===== src/rtl/inst_queue.sv =====
// -----------------------------------------------------------------------------
// inst_queue
// Circular FIFO of {pc, inst} pairs sitting between fetch (push side) and
// decode (pop side). One push and one pop per cycle. The popped entry lands
// in the registered dequeue_rdata one cycle after the pop is accepted.
//
// Ports
//   clk            clock, all state updates on posedge
//   rst            synchronous active-low reset (0 = reset)
//   flush          discard every entry (redirect); wins over push/pop
//   enqueue        push enqueue_wdata
//   enqueue_wdata  {pc[63:32], inst[31:0]} from fetch
//   is_full        registered, occupancy == DEPTH
//   dequeue        pop the head entry into dequeue_rdata
//   dequeue_rdata  registered, last popped entry (0 after reset/flush)
//   is_empty       registered, occupancy == 0
//   count          registered occupancy
//   err            sticky misuse flag (only with INST_QUEUE_ERR_EN)
//
// Configuration
//   INST_QUEUE_ERR_EN  when defined, adds the err port and misuse detection
// -----------------------------------------------------------------------------
module inst_queue #(
    parameter int DEPTH  = 8,
    parameter int DATA_W = 64
) (
    input  logic                       clk,
    input  logic                       rst,
    input  logic                       flush,
    input  logic                       enqueue,
    input  logic [DATA_W-1:0]          enqueue_wdata,
    output logic                       is_full,
    input  logic                       dequeue,
    output logic [DATA_W-1:0]          dequeue_rdata,
    output logic                       is_empty,
    output logic [$clog2(DEPTH):0]     count
`ifdef INST_QUEUE_ERR_EN
    ,
    output logic                       err
`endif
);

    localparam int AW = $clog2(DEPTH);
    localparam int PW = AW + 1;

    // Pointers carry one extra wrap bit so full and empty are distinguishable.
    logic [PW-1:0]     wr_ptr_r;
    logic [PW-1:0]     rd_ptr_r;
    logic [PW-1:0]     wr_ptr_nxt_s;
    logic [PW-1:0]     rd_ptr_nxt_s;
    logic              acc_enq_s;
    logic              acc_deq_s;
    logic [DATA_W-1:0] mem_r [DEPTH];

    function automatic logic f_empty(input logic [PW-1:0] wp, input logic [PW-1:0] rp);
        return (wp == rp);
    endfunction

    function automatic logic f_full(input logic [PW-1:0] wp, input logic [PW-1:0] rp);
        return (wp[AW-1:0] == rp[AW-1:0]) && (wp[AW] != rp[AW]);
    endfunction

    // Occupancy is the pointer distance modulo 2*DEPTH.
    function automatic logic [PW-1:0] f_count(input logic [PW-1:0] wp, input logic [PW-1:0] rp);
        return wp - rp;
    endfunction

    // Accept decisions and next pointer values.
    always_comb begin
        acc_deq_s    = dequeue & ~is_empty;
        // A pop in the same cycle frees the slot, so a push to a full queue is still taken.
        acc_enq_s    = enqueue & (~is_full | acc_deq_s);
        wr_ptr_nxt_s = wr_ptr_r;
        rd_ptr_nxt_s = rd_ptr_r;
        if (flush) begin
            wr_ptr_nxt_s = {PW{1'b0}};
            rd_ptr_nxt_s = {PW{1'b0}};
        end else begin
            if (acc_enq_s) begin
                wr_ptr_nxt_s = wr_ptr_r + {{(PW-1){1'b0}}, 1'b1};
            end else begin
                wr_ptr_nxt_s = wr_ptr_r;
            end
            if (acc_deq_s) begin
                rd_ptr_nxt_s = rd_ptr_r + {{(PW-1){1'b0}}, 1'b1};
            end else begin
                rd_ptr_nxt_s = rd_ptr_r;
            end
        end
    end

    // Entry storage; contents are don't-care after reset so no reset here.
    always_ff @(posedge clk) begin
        if (rst && !flush && acc_enq_s) begin
            mem_r[wr_ptr_r[AW-1:0]] <= enqueue_wdata;
        end
    end

    // Pointers, status outputs and the popped-data register.
    always_ff @(posedge clk) begin
        if (!rst) begin
            wr_ptr_r      <= {PW{1'b0}};
            rd_ptr_r      <= {PW{1'b0}};
            is_empty      <= 1'b1;
            is_full       <= 1'b0;
            count         <= {PW{1'b0}};
            dequeue_rdata <= {DATA_W{1'b0}};
        end else begin
            wr_ptr_r <= wr_ptr_nxt_s;
            rd_ptr_r <= rd_ptr_nxt_s;
            // Status is computed from the next pointers so the outputs are plain flops.
            is_empty <= f_empty(wr_ptr_nxt_s, rd_ptr_nxt_s);
            is_full  <= f_full(wr_ptr_nxt_s, rd_ptr_nxt_s);
            count    <= f_count(wr_ptr_nxt_s, rd_ptr_nxt_s);
            if (flush) begin
                // Zero decodes as "no request" downstream.
                dequeue_rdata <= {DATA_W{1'b0}};
            end else if (acc_deq_s) begin
                dequeue_rdata <= mem_r[rd_ptr_r[AW-1:0]];
            end
        end
    end

`ifdef INST_QUEUE_ERR_EN
    logic misuse_s;

    // Misuse: dropped push into a full queue, or pop from an empty queue.
    always_comb begin
        misuse_s = 1'b0;
        if (!flush) begin
            misuse_s = (enqueue & is_full & ~acc_deq_s) | (dequeue & is_empty);
        end else begin
            misuse_s = 1'b0;
        end
    end

    // Sticky error flag, cleared only by reset.
    always_ff @(posedge clk) begin
        if (!rst) begin
            err <= 1'b0;
        end else if (misuse_s) begin
            err <= 1'b1;
`ifndef SYNTHESIS
            $error("inst_queue: misuse (push while full or pop while empty)");
`endif
        end
    end
`endif

endmodule


===== config.mk =====
export PLATFORM = sky130hd
export DESIGN_NAME = inst_queue
export DESIGN_NICKNAME = d
export VERILOG_FILES = /design/src/rtl/inst_queue.sv
export SDC_FILE = /design/constraint.sdc
export NUM_CORES = 1
export LEC_CHECK = 0
export BUFFER_PORTS_ARGS = -buffer_cell sky130_fd_sc_hd__buf_4
export CAP_MARGIN = 25
export CORE_ASPECT_RATIO = 0.6
export CORE_MARGIN = 4
export CORE_UTILIZATION = 45
export CTS_CLUSTER_SIZE = 12
export DETAILED_ROUTE_END_ITERATION = 12
export GPL_ROUTABILITY_DRIVEN = 0
export PLACE_DENSITY = 0.67
export RECOVER_POWER = 100
export SYNTH_ARGS = -nofsm -noshare
export SYNTH_HDL_FRONTEND = slang
export SYNTH_SLANG_ARGS = --single-unit

===== constraint.sdc =====
create_clock -name clk -period 13 [get_ports clk]
set_clock_uncertainty 0.2 [all_clocks]
set_input_delay 3.9 -clock clk [delete_from_list [all_inputs] [get_ports clk]]
set_output_delay 3.9 -clock clk [all_outputs]
set_load 0.01 [all_outputs]

Word level (Yosys, flattened, before mapping)
Memories as Yosys holds them, arrays and structs flattened. A register that Yosys moved wholly into a read port is not among the register bits. Index checks and enable logic that the tools add are counted.

Bits in registers: 14. RAM bits: 512. Input bits: 69. Output and inout bits: 70. Memories kept: 1.

Add/subtract/negate cells: 3. Equality and inequality tests: 3. Multiplexer cells: 6. Bitwise logic cells: 6. Reductions and logical operators: 5.

Memory list: mem_r (depth 8, width 64, read ports 1, clocked after memory_dff 1, write ports 1, RTL line 53) `logic [DATA_W-1:0] mem_r [DEPTH];`.

Operators by type and width (count): $mux 4 (4); $add 4x1->4 const B (2); $eq 4x4->1 (1); $sub 4x4->4 (1); $eq 3x3->1 (1); $logic_and 1x1->1 (3); $not 1->1 (3); $and 1x1->1 (2); $mux 1 (2); $reduce_or 2->1 (1); $logic_not 1->1 (1); $ne 1x1->1 (1); $or 1x1->1 (1).

Depth between registers and ports, before layout
Gate-level depths: netlist (run 1).

Depth in word-level cells: 8. Gate-level depth with buffers: 12. Gate-level depth less buffers: 11.

Least setup slack after synthesis (run 1)
No wires, ideal clock.

Kind: input -> register. From: in dequeue. To: mem mem_r[0][0], enable pin. Setup time: 565 ps. Arrival time: 8926 ps. Path slack: 3309 ps. Stages on the path: 5. Cell sequence: nand2b_1 -> nand2_1 -> nand2_1 -> or3_1 -> nor3_1.

Cells in the longest elaborated chain, start to end: 6.

Ends and longest elaborated chain: from (decl) (RTL line 33) `input logic dequeue,`; $and 1x1->1 (RTL line 70) `acc_deq_s = dequeue & ~is_empty;`; $or 1x1->1 (RTL line 72) `acc_enq_s = enqueue & (~is_full | acc_deq_s);`; $and 1x1->1 (RTL line 72); $logic_and 1x1->1 (RTL line 94) `if (rst && !flush && acc_enq_s) begin`; $mux 1 (RTL line 94); $mux 1 (not written as such) (RTL line 95) `mem_r[wr_ptr_r[AW-1:0]] <= enqueue_wdata;`; to (decl) (RTL line 53).

No other way between the ends.

Final worst setup path (run 1)
From: in flush. To: mem mem_r[6][33], enable pin.

Cells in the longest elaborated chain, start to end: 5.

Ends and longest elaborated chain: from (decl) (RTL line 29) `input logic flush,`; $logic_not 1->1 (RTL line 94); $logic_and 1x1->1 (2 in series) (RTL line 94); $mux 1 (RTL line 94); $mux 1 (not written as such) (RTL line 95).

No other way between the ends.

==> results by stage, run 1 <==
Synth:
- After synthesis the cells add up to around 22000 um^2.
- After synthesis the netlist holds a flip-flop and latch count of 590.
- The commonest cells after synthesis are 512 x sky130_fd_sc_hd__edfxtp_1, 128 x sky130_fd_sc_hd__mux4_2, 82 x sky130_fd_sc_hd__nor2_1, 78 x sky130_fd_sc_hd__dfxtp_1, 65 x sky130_fd_sc_hd__mux2i_1.
- The most repeated cell in the gate-level netlist after synthesis is sky130_fd_sc_hd__edfxtp_1.
- The cell type with the highest aggregate area in the netlist is sky130_fd_sc_hd__edfxtp_1.
- By area the synthesized netlist is led by sky130_fd_sc_hd__edfxtp_1 70%, sky130_fd_sc_hd__mux4_2 13%, sky130_fd_sc_hd__dfxtp_1 7.1%.
- The register area share after synthesis is roughly three quarters.
- The most instantiated flip-flop cell in the synthesis netlist is sky130_fd_sc_hd__edfxtp_1.
- For this run, the number of Yosys warnings is 0.
- The net count after synthesis is 1117.
- Synthesis produced a netlist whose cell count is between 1000 and 1500.
- Averaged over all synthesized cells, the footprint is 21.1 um^2.
- Counting flops with an async set or reset pin after synthesis yields a share of 0%.
- Yosys mapped a number of flops with a built-in enable equal to 512.
- The area share of the leading cell type in the synthesized netlist is between 60% and 70%.
- The number of distinct library cells after synthesis is 36.

Clock tree:
- The post-cts gate resize count is 0.
- The tree is rooted in a sky130_fd_sc_hd__clkbuf_16.
- The number of buffers created by CTS is between 50 and 60.
- Clock-pin slew was measured on the worst setup and hold paths at 0.06 ns.
- In this run the number of H-tree levels came out at 2.
- The maximum count of clock buffers along a single path is 3.
- TritonCTS built the clock tree.
- The latest clock arrival within the worst-skew pair is between 0.5 and 0.6 ns.
- After clock tree synthesis, the flow added hold-fix buffers numbering 0.
- Post-CTS timing repair inserted 0 buffers for setup.
- The total clock sinks is 590.

Finish:
- The number of standard cells in the layout, taps in and fillers out is between 1500 and 2000.
- The final layout contains approximately 1300 nets.
- After routing the design area is between 20000 and 25000 um^2.
- The share of the core filled with cells is ~52%.
- Of the cells placed in the final design, the portion with a size suffix greater than 1 is about 17%.
- The number of fill cells in the layout is 3892.
- From synthesis to final layout, the design area changed by 12.6%.
- 0 antenna diodes ended up in the layout.

Setup path:
- The top fanout value on the critical path is just under 70.
- The kind of critical path is input pin to flop.
- The worst path arrival time is just over 9 ns.
- The data required time at the worst endpoint is roughly 13 ns.
- The depth of the most critical reg-to-reg path is 5.
- The kind of start point of the critical path is an input pin.
- The type of destination of the critical path is a flop.

Timing:
- Of the available clock period, the critical path in the final layout requires 69.7%.
- Setup repair after global routing left no endpoint under its margin.
- The relative max-transition margin is -115%.
- Summed over all failing endpoints, the final setup total negative slack is 0 ns.
- The final hold violation count was 0.
- The count of pins over their slew limit is about 380.
- The worst-margin pin slew is roughly 3.2 ns.
- For the finished layout, the period the worst path requires is 9.06 ns.
- The setup-violating endpoint count in the final report is 0.
- Timing would allow up to ~110 MHz.

Pwr:
- Power spread over the standard cell area amounts to between 100 and 150 nW/um^2.
- Combinational logic burns ~2.7% of the power.
- The analysis attributes to cell leakage a power of between 7 and 8 nW.
- In this run the power spent charging and discharging nets is 0.725 mW.
- Cell internal power was estimated by the tool at a little under 3 mW.
- Sequential cells account for roughly 57% of the total power.
- The clock network is responsible for about two fifths of the overall power.
- Net switching is 19.8% of the power.
- The total power consumption of the routed design is approximately 3.7 mW.
- The worst-case vdd ir drop is between 0.0001 and 0.00015 V.

Hold path:
- The worst hold path was traced through 2 stages.
- The path type of the worst min-delay path is flop to flop.

Die:
- The I/O pin count is between 100 and 150.
- The floorplan die height is roughly 180 um.
- For this configuration, the core starts out at a cell density of approximately 46%.
- The number of rows in the core area is 62.
- The floorplan step defined a die boundary enclosing between 50000 and 60000 um^2.
- The total core area is just under 50000 um^2.
- The die extent in x is between 200 and 300 um.

Placement:
- The cell area after placement is between 20000 and 25000 um^2.
- The half-perimeter wire length after placement is ~24000 um.
- Including well taps, the total number of placed cells is roughly 1800.
- The number of buffer cells added on primary ports is 138.

Global route:
- The total track usage is between 10% and 20%.
- The number of global-route vias before repair was between 10000 and 15000.
- Global routing finished with a remaining overflow of 0.
- The first global-routing pass estimated 66400 um of wire.
- Entering global routing, the biggest net connects 90 pins.
- The number of antenna violations at the first check in global routing is 4.

Drt:
- The first detailed-routing pass took 5 iterations.
- After the first detailed-routing iteration, the DRC count stood at 851.
- Dividing the detail-routed via count by the number of cells gives between 5 and 6.
- The number of remaining DRC errors is 0.
- The remaining antenna violation count is 0.
- The routed wire length is around 44000 um.
- The final routed wire length divided by cell count is around 23 um.
- Detailed routing inserted a total of slightly above 10000 vias.

Status:
- The run finished, with violations left.
- The final reports fail on capacitance limit, slew limit.

Job:
- The number of violations of the max-capacitance limit is 10.
## cells by family after synthesis
group / synth area share, %
adder cells (fa/ha/maj): 0.375
AND/OR/NAND/NOR: 2.19
XOR/XNOR: 0.352
flip-flops: 76.9
buffers and inverters: 1.71
AO/OA/AOI/OAI: 2.36
multiplexers: 16.1
## final timing paths
kind / start / to / slack (ns)
max: flush / mem_r[6][33] / 3.94
min reg2reg: dequeue_rdata[33] / dequeue_rdata[33] / 0.30
max reg2reg: is_empty / dequeue_rdata[13] / 7.43
min: dequeue_rdata[33] / dequeue_rdata[33] / 0.30
## sequential cells by signal (all words and copies together) (netlist names)
| register | count |
|---|---|
| rd_ptr_r | 4 |
| is_full | 1 |
| is_empty | 1 |
| dequeue_rdata | 64 |
| count | 4 |
| mem_r | 512 |
| wr_ptr_r | 4 |
## metal layers
layer	vias up	part of all wire, %	track usage [%]
met1	5340	46	24.7
met2	289	47	26.6
met5	-	0.094	0
li1	4568	-	-
met4	8	1.3	2.98
met3	65	6.4	3.60
## power by group through the flow
stage	logic [mW]	registers (mW)	clock network, mW
final	0.0982	2.08	1.48
after CTS	0.113	2.08	1.51
after detailed placement	0.113	2.12	0
after global placement	0.108	2.12	0
after global routing	0.110	2.08	1.60
after floorplan	0.0523	2.12	0
## critical path, cell delays in order
cell                       delay, ns
sky130_fd_sc_hd__clkbuf_1       0.22
sky130_fd_sc_hd__nand2b_1       1.72
sky130_fd_sc_hd__or3_1          1.10
sky130_fd_sc_hd__nor2_1         1.21
sky130_fd_sc_hd__buf_4          0.83
## cell usage in the layout (no fill, tap or decap), types with 2 or more instances in the layout
master / Yosys / layout
sky130_fd_sc_hd__clkbuf_16: 0 / 56
sky130_fd_sc_hd__xor2_1: 3 / 4
sky130_fd_sc_hd__clkbuf_1: 21 / 184
sky130_fd_sc_hd__nand2_1: 9 / 9
sky130_fd_sc_hd__buf_16: 0 / 3
sky130_fd_sc_hd__nor2b_1: 2 / 2
sky130_fd_sc_hd__edfxtp_1: 512 / 512
sky130_fd_sc_hd__inv_1: 2 / 2
sky130_fd_sc_hd__mux2i_1: 65 / 65
sky130_fd_sc_hd__nor3_1: 6 / 6
sky130_fd_sc_hd__dfxtp_1: 78 / 75
sky130_fd_sc_hd__mux4_2: 128 / 128
sky130_fd_sc_hd__nor2_1: 82 / 80
sky130_fd_sc_hd__ha_1: 5 / 5
sky130_fd_sc_hd__dfxtp_4: 0 / 3
sky130_fd_sc_hd__o21ai_0: 3 / 3
sky130_fd_sc_hd__nor2_4: 0 / 2
sky130_fd_sc_hd__a211oi_1: 64 / 64
sky130_fd_sc_hd__a21oi_1: 2 / 2
sky130_fd_sc_hd__nand2b_1: 5 / 5
sky130_fd_sc_hd__clkbuf_8: 0 / 3
sky130_fd_sc_hd__xnor2_1: 4 / 4
sky130_fd_sc_hd__buf_4: 2 / 8
## per-stage QoR
step | hold WS, ns | setup slack [ns]
global placement | 0.290 | 5.74
CTS | 0.300 | 6.31
global route | 0.319 | 3.27
finish | 0.297 | 3.94
floorplan | 0.300 | 3.31
detailed placement | 0.291 | 5.68
## layout make-up
type                    instances  area (um^2)  area share (%)
clock buffers                 101         1600            6.46
clock inverters                 2         25.0           0.101
inverters                       3         11.3          0.0454
multi-input cells             389         4700            19.0
flip-flops and latches        590        16900            68.4
well taps                     640          801            3.23
repair buffers                155          703            2.84
Power figures use the tool's default switching activity.
==> inputs of run 2 (changes only) <==
--- a/config.mk
+++ b/config.mk
@@ -13,7 +13,7 @@
 export CTS_CLUSTER_SIZE = 12
 export DETAILED_ROUTE_END_ITERATION = 12
 export GPL_ROUTABILITY_DRIVEN = 0
-export PLACE_DENSITY = 0.67
+export PLACE_DENSITY = 0.69
 export RECOVER_POWER = 100
 export SYNTH_ARGS = -nofsm -noshare
 export SYNTH_HDL_FRONTEND = slang
==> constraint.sdc (replaced) <==
create_clock -name clk -period 7.8 [get_ports clk]
set_clock_uncertainty 0.2 [all_clocks]
set_input_delay 2.34 -clock clk [delete_from_list [all_inputs] [get_ports clk]]
set_output_delay 2.34 -clock clk [all_outputs]
set_load 0.01 [all_outputs]
==> results by stage, run 2 (synthesis results as in run 1) <==
Timing:
- The worst-margin pin slew was 1.96 ns (was 3.23 ns).
- The count of pins over their slew limit was 245 (was 378).
- The relative max-transition margin is -31.9% (was -115%).
- The routed design could run at a clock period as short as slightly above 6 ns.
- RSZ-0062 raised after global routing: no (unchanged).
- The total negative slack for setup checks is 0 ns (unchanged).
- In the finished design, the share of the clock period the worst path needs comes to 78.7%.
- The worst hold slack across all endpoints is 0.299 ns (was 0.297 ns).
- The setup-violating endpoint count in the final report is 0 (unchanged).
- Derived from the worst setup path, the maximum achievable clock frequency is approximately 160 MHz.
- The final hold violation count is 0 (unchanged).

Die:
- The number of rows in the core area is 62 (unchanged).
- The floorplan die height is 179 um (unchanged).
- The die extent in x came to 294 um (unchanged).
- The area of the die was 52600 um^2 (unchanged).
- The total core area is 48100 um^2 (unchanged).
- The starting density of the core is 45.8% (unchanged).
- The I/O pin count is 139 (unchanged).

Finish:
- The number of fill cells in the layout was 3811 (was 3892).
- The most common cell after layout, fill and taps aside is sky130_fd_sc_hd__edfxtp_1 (unchanged).
- The storage element area was 16900 um^2 (unchanged).
- The growth of design area from synthesis to finish is 12.8% (was 12.6%).
- The number of flip-flops in the largest register is 512 (unchanged).
- The number of diodes added for antenna fixing is 0 (unchanged).
- The combined area of the multi-input logic cells was 4720 um^2 (was 4700 um^2).
- Commonest cells after routing, fill and taps aside: 512 x sky130_fd_sc_hd__edfxtp_1, 183 x sky130_fd_sc_hd__clkbuf_1, 128 x sky130_fd_sc_hd__mux4_2 (was 512 x sky130_fd_sc_hd__edfxtp_1, 184 x sky130_fd_sc_hd__clkbuf_1, 128 x sky130_fd_sc_hd__mux4_2).
- The share of the core filled with cells is 51.6% (was 51.5%).
- The fraction of final layout cells sized beyond drive strength 1 came to 17.2% (was 16.9%).
- The number of standard cells in the layout, taps in and fillers out is 1883 (was 1880).
- The final design area excluding fillers is 24800 um^2 (about the same).
- The number of nets in the layout was 1271 (was 1269).

Setup path:
- The startpoint of the most critical register-to-register path is is_empty (unchanged).
- The data required time at the worst endpoint is 7.85 ns (was 13.00 ns).
- The depth of the most critical reg-to-reg path is 7 (was 5).
- The worst path arrival time is 6.19 ns (was 9.06 ns).
- The kind of start point of the critical path is an input pin (unchanged).
- The top fanout value on the critical path was 69 (unchanged).
- The type of destination of the critical path is a flop (unchanged).
- The worst flop-to-flop path endpoint is mem_r[2][25] (was dequeue_rdata[13]).
- The kind of critical path is input pin to flop (unchanged).
- The setup slack on the worst flop-to-flop path is 3.75 ns (was 7.43 ns).

Clock tree:
- The CTS tree is built (unchanged).
- The cell chosen for the clock root is sky130_fd_sc_hd__clkbuf_16 (unchanged).
- The clock edge transition at the registers on the reported setup and hold paths came to 0.06 ns (about the same).
- The maximum count of clock buffers along a single path is 3 (unchanged).
- The buffers inserted during post-CTS setup optimization was 0 (unchanged).
- The latest clock arrival within the worst-skew pair is 0.58 ns (about the same).
- The number of buffers created by CTS was 56 (was 55).
- The post-cts gate resize count is 0 (unchanged).
- The maximum level of the CTS H-tree is 2 (unchanged).
- The total of hold buffers inserted after clock tree synthesis was 0 (unchanged).
- The total clock sinks is 590 (unchanged).

Global route:
- The maximum number of pins on one net before global-route repair is 105 (was 90).
- The number of global-route vias before repair is 10564 (was 10658).
- The aggregate global routing overflow is 0 (unchanged).
- The number of antenna violations at the first check in global routing is 4 (unchanged).
- The global-route wire length before repair came to 67000 um (was 66400 um).
- The total track usage is 16.9% (was 16.8%).

Drt:
- The number of remaining DRC errors came to 0 (unchanged).
- The number of detailed-route iterations in the first pass is 5 (unchanged).
- The final routed wire length divided by cell count is 23.2 um (about the same).
- The remaining antenna violation count is 0 (unchanged).
- The count of vias placed by the detailed router is 10341 (was 10270).
- The number of design-rule violations left by the first detailed-router iteration is 832 (was 851).
- The routed wire length is 43700 um (was 43600 um).
- The via count normalized by instance count is 5.49 (was 5.46).

Pwr:
- The power per standard cell area is 246 nW/um^2 (was 147 nW/um^2).
- The worst-case vdd ir drop is 0.000159 V (was 0.000103 V).
- The leakage power is 7.28 nW (was 7.27 nW).

Hold path:
- The worst min-delay path startpoint is dequeue_rdata[24] (was dequeue_rdata[33]).
- The capture endpoint of the worst hold path is dequeue_rdata[24] (was dequeue_rdata[33]).
- The path type of the worst min-delay path is flop to flop (unchanged).
- The number of instances on the worst hold path is 2 (unchanged).

Status:
- Violations in the final reports: capacitance limit, slew limit (unchanged).
- Run status: finished, violations left (unchanged).

Placement:
- The half-perimeter wire length after placement is 25000 um (was 24500 um).
- The cell total after placement is 1776 (was 1777).
- The cell area after placement is 23800 um^2 (about the same).
- The number of buffer cells added on primary ports is 138 (unchanged).

Job:
- The number of violations of the max-capacitance limit came to 8 (was 10).
## run 2: cell types whose count changed in the layout (fill, tap and decap cells not counted), moves of 2 or more
| cell | previous run | this run |
|---|---|---|
| sky130_fd_sc_hd__buf_16 | 3 | 1 |
| sky130_fd_sc_hd__inv_6 | 1 | 3 |
| sky130_fd_sc_hd__buf_4 | 8 | 6 |
| sky130_fd_sc_hd__buf_12 | 1 | 4 |
| sky130_fd_sc_hd__clkinv_1 | 1 | 3 |
| sky130_fd_sc_hd__clkbuf_2 | 0 | 2 |
## run 2: worst max-delay path by stage
stage,depth (start not counted),endpoint,from
final,6,mem_r[2][25],flush
after global routing,6,mem_r[2][25],flush
after CTS,5,mem_r[4][8],flush
after detailed placement,5,mem_r[4][21],flush
after global placement,5,mem_r[2][25],flush
after floorplan,5,mem_r[4][0],dequeue
## run 2: worst max-delay path, stage by stage
cell	delay, ns
sky130_fd_sc_hd__clkbuf_1	0.24
sky130_fd_sc_hd__nand2b_4	0.65
sky130_fd_sc_hd__or3_1	0.62
sky130_fd_sc_hd__nor2_1	0.51
sky130_fd_sc_hd__clkbuf_1	1.36
sky130_fd_sc_hd__buf_12	0.37
## run 2: per-stage QoR
step                setup slack (ns)  power (mW)
finish                          1.66        6.10
global route                    1.39        6.32
CTS                             2.75        6.19
detailed placement              2.14        3.72
global placement                2.16        3.71
floorplan                       1.39        3.62
## run 2: area by class of cell
| cell class | instances | area share [%] |
|---|---|---|
| Clock inverter | 5 | 0.136 |
| Timing Repair Buffer | 156 | 2.83 |
| Clock buffer | 100 | 6.48 |
| Tap cell | 640 | 3.23 |
| Multi-Input combinational cell | 389 | 19.0 |
| Inverter | 3 | 0.0454 |
| Sequential cell | 590 | 68.3 |
## run 2: power by group
group | switching, mW | internal [mW]
clock | 1.09 | 1.38
combinational | 0.108 | 0.0561
sequential | 0.0108 | 3.45
## run 2: layer usage
metal,vias up,global-route usage (%),part of all wire (%)
li1,4593,-,-
met1,5418,25.5,47
met2,273,25.6,45
met3,49,4.06,6.3
met4,8,3.04,1.2
met5,-,0,0.12
==> inputs of run 3 (changes only) <==
--- a/config.mk
+++ b/config.mk
@@ -13,7 +13,7 @@
 export CTS_CLUSTER_SIZE = 12
 export DETAILED_ROUTE_END_ITERATION = 12
 export GPL_ROUTABILITY_DRIVEN = 0
-export PLACE_DENSITY = 0.69
+export PLACE_DENSITY = 0.67
 export RECOVER_POWER = 100
 export SYNTH_ARGS = -nofsm -noshare
 export SYNTH_HDL_FRONTEND = slang
==> constraint.sdc (replaced) <==
create_clock -name clk -period 5.8 [get_ports clk]
set_clock_uncertainty 0.2 [all_clocks]
set_input_delay 1.74 -clock clk [delete_from_list [all_inputs] [get_ports clk]]
set_output_delay 1.74 -clock clk [all_outputs]
set_load 0.01 [all_outputs]
==> results by stage, run 3 (synthesis results as in run 1) <==
Status:
- Run status: finished, violations left (unchanged).
- Violations in the final reports: capacitance limit, slew limit (unchanged).

Die:
- The floorplan die height is 179 um (unchanged).
- The total core area was 48100 um^2 (unchanged).
- The I/O pin count is 139 (unchanged).
- The starting density of the core came to 45.8% (unchanged).
- The die extent in x is 294 um (unchanged).
- The area of the die came to 52600 um^2 (unchanged).
- The number of rows in the core area was 62 (unchanged).

Drt:
- The routed wire length on met3 is 3130 um (was 2770 um).
- The number of remaining DRC errors is 0 (unchanged).
- The met1 wire length is 20200 um (was 20500 um).
- The met2 wirelength from detailed routing is 19700 um (was 19800 um).
- The via count normalized by instance count is 5.42 (was 5.49).
- The remaining antenna violation count was 0 (unchanged).
- The number of design-rule violations left by the first detailed-router iteration is 943 (was 832).
- The count of vias placed by the detailed router came to 10244 (was 10341).
- The number of detailed-route iterations in the first pass was 5 (unchanged).
- The final routed wire length divided by cell count is 23.1 um (was 23.2 um).
- The uppermost layer routed is met5 (unchanged).
- The routed wire length is 43700 um (about the same).

Hold path:
- The worst min-delay path startpoint is dequeue_rdata[55] (was dequeue_rdata[24]).
- The path type of the worst min-delay path is flop to flop (unchanged).

Global route:
- The number of global-route vias before repair was 10590 (was 10564).
- The total track usage is 16.8% (was 16.9%).
- The global-route wire length before repair was 66400 um (was 67000 um).
- The aggregate global routing overflow came to 0 (unchanged).
- The maximum number of pins on one net before global-route repair came to 84 (was 105).
- The number of antenna violations at the first check in global routing is 4 (unchanged).

Placement:
- The half-perimeter wire length after placement is 25300 um (was 25000 um).
- The cell area after placement is 23800 um^2 (about the same).
- The number of buffer cells added on primary ports is 138 (unchanged).
- The cell total after placement came to 1785 (was 1776).
- The placement-stage worst setup slack is 1.36 ns (was 2.14 ns).

Timing:
- Subtracting the final worst setup slack from the clock period gives 4.61 ns.
- The slack of the critical path is 1.19 ns (was 1.66 ns).
- The portion of the clock cycle consumed by the worst path in the final layout is 79.5%.
- The relative max-transition margin is -35.6% (was -31.9%).
- The setup-violating endpoint count in the final report was 0 (unchanged).
- RSZ-0062 raised after global routing: no (unchanged).
- The final hold violation count is 0 (unchanged).
- The achievable frequency is about 220 MHz.
- The total negative slack for setup checks came to 0 ns (unchanged).
- The worst-margin pin slew is 2.03 ns (was 1.96 ns).
- The count of pins over their slew limit was 343 (was 245).

Finish:
- Commonest cells after routing, fill and taps aside: 512 x sky130_fd_sc_hd__edfxtp_1, 187 x sky130_fd_sc_hd__clkbuf_1, 128 x sky130_fd_sc_hd__mux4_2 (was 512 x sky130_fd_sc_hd__edfxtp_1, 183 x sky130_fd_sc_hd__clkbuf_1, 128 x sky130_fd_sc_hd__mux4_2).
- The number of fill cells in the layout is 3866 (was 3811).
- The growth of design area from synthesis to finish is 12.8% (about the same).
- The number of standard cells in the layout, taps in and fillers out is 1890 (was 1883).
- The number of flip-flops in the largest register is 512 (unchanged).
- The number of nets in the layout is 1278 (was 1271).
- The fraction of final layout cells sized beyond drive strength 1 is 17.4% (was 17.2%).
- The most common cell after layout, fill and taps aside is sky130_fd_sc_hd__edfxtp_1 (unchanged).
- The final design area excluding fillers is 24800 um^2 (about the same).

Setup path:
- The family with the most delay on the worst path was simple AND/OR/NAND/NOR gates (was buffers and inverters).
- The biggest cell delay along the critical path is 1.09 ns (was 1.36 ns).
- The count of buffering cells on the critical path with inverters included is 2 (was 3).
- The type of destination of the critical path is a flop (unchanged).
- The slowest library cell on the worst path is sky130_fd_sc_hd__clkbuf_1 (unchanged).
- The kind of critical path is input pin to flop (unchanged).
- The top fanout value on the critical path is 23 (was 69).
- The setup slack on the worst flop-to-flop path is 2.11 ns (was 3.75 ns).
- The startpoint of the most critical register-to-register path is is_empty (unchanged).
- The data required time at the worst endpoint is 5.77 ns (was 7.85 ns).
- Cell Chain, Critical Path: clkbuf_1, nand2b_1, nand2_1, nand2_1, or3_1, nor2_4, clkbuf_1 (was clkbuf_1, nand2b_4, or3_1, nor2_1, clkbuf_1, buf_12).
- The worst path arrival time is 4.58 ns (was 6.19 ns).
- The kind of start point of the critical path is an input pin (unchanged).
- The start point of the critical path is dequeue (was flush).

Pwr:
- The power per standard cell area is 329 nW/um^2 (was 246 nW/um^2).
- The leakage power was 7.28 nW (about the same).
- The total power consumption of the routed design came to 8.16 mW (was 6.10 mW).
- The worst-case vdd ir drop is 0.000220 V (was 0.000159 V).

Clock tree:
- The latest clock arrival within the worst-skew pair is 0.58 ns (about the same).
- The maximum level of the CTS H-tree is 2 (unchanged).
- The buffers inserted during post-CTS setup optimization is 0 (unchanged).
- The total of hold buffers inserted after clock tree synthesis is 0 (unchanged).
- The maximum count of clock buffers along a single path was 3 (unchanged).
- The total clock sinks is 590 (unchanged).
- The CTS tree is built (unchanged).
- The number of buffers created by CTS was 56 (unchanged).
- The post-cts gate resize count is 0 (unchanged).
- The cell chosen for the clock root is sky130_fd_sc_hd__clkbuf_16 (unchanged).
- The clock edge transition at the registers on the reported setup and hold paths is 0.06 ns (about the same).

Job:
- The number of violations of the max-capacitance limit was 9 (was 8).
run 3: cell types whose count changed in the layout (fill, tap and decap cells not counted), sizes merged:
| cell | before | now |
|---|---|---|
| clkinv | 3 | 4 |
| diode | 0 | 1 |
| clkbuf | 245 | 248 |
| buf | 11 | 13 |
| inv | 5 | 4 |
| clkinvlp | 0 | 1 |
run 3: tightest hold or removal path: cells and delay by family, from the launching register on:
family          cells  cell delay [ns]
compound gates      1             0.05
flops               1             0.31
simple gates        1             0.09
run 3: worst paths after layout:
| path | end | cells after the start |
|---|---|---|
| worst max-delay path | mem_r[2][40] | 7 |
| worst min register to register | dequeue_rdata[55] | 2 |
| worst max register to register | mem_r[2][40] | 6 |
| worst min-delay path | dequeue_rdata[55] | 2 |
run 3: power by group:
| part | leakage (nW) | internal, mW | total (mW) | switching, mW |
|---|---|---|---|---|
| clock | 0.772 | 1.84 | 3.29 | 1.45 |
| sequential | 5.25 | 4.64 | 4.65 | 0.0135 |
| combinational | 1.27 | 0.0751 | 0.222 | 0.147 |
run 3: through the flow:
step	hold WS (ns)	util, %
after floorplan	0.300	-
after global placement	0.288	49.5
after detailed placement	0.292	49.6
after CTS	0.300	52.9
after global routing	0.313	51.6
final	0.298	51.6
run 3: final cells by class:
type / instances / area (um^2) / share of cell area [%]
multi-input cells: 389 / 4710 / 19.0
repair buffers: 163 / 723 / 2.91
clock buffers: 98 / 1580 / 6.37
clock inverters: 6 / 40.0 / 0.161
inverters: 3 / 11.3 / 0.0454
flip-flops and latches: 590 / 16900 / 68.3
diodes: 1 / 2.50 / 0.0101
well taps: 640 / 801 / 3.23
run 3: routing by layer:
layer	vias up	global-route usage (%)
met5	-	0
met4	4	3.49
met3	59	3.47
met2	304	25.5
met1	5291	25.6
li1	4586	-
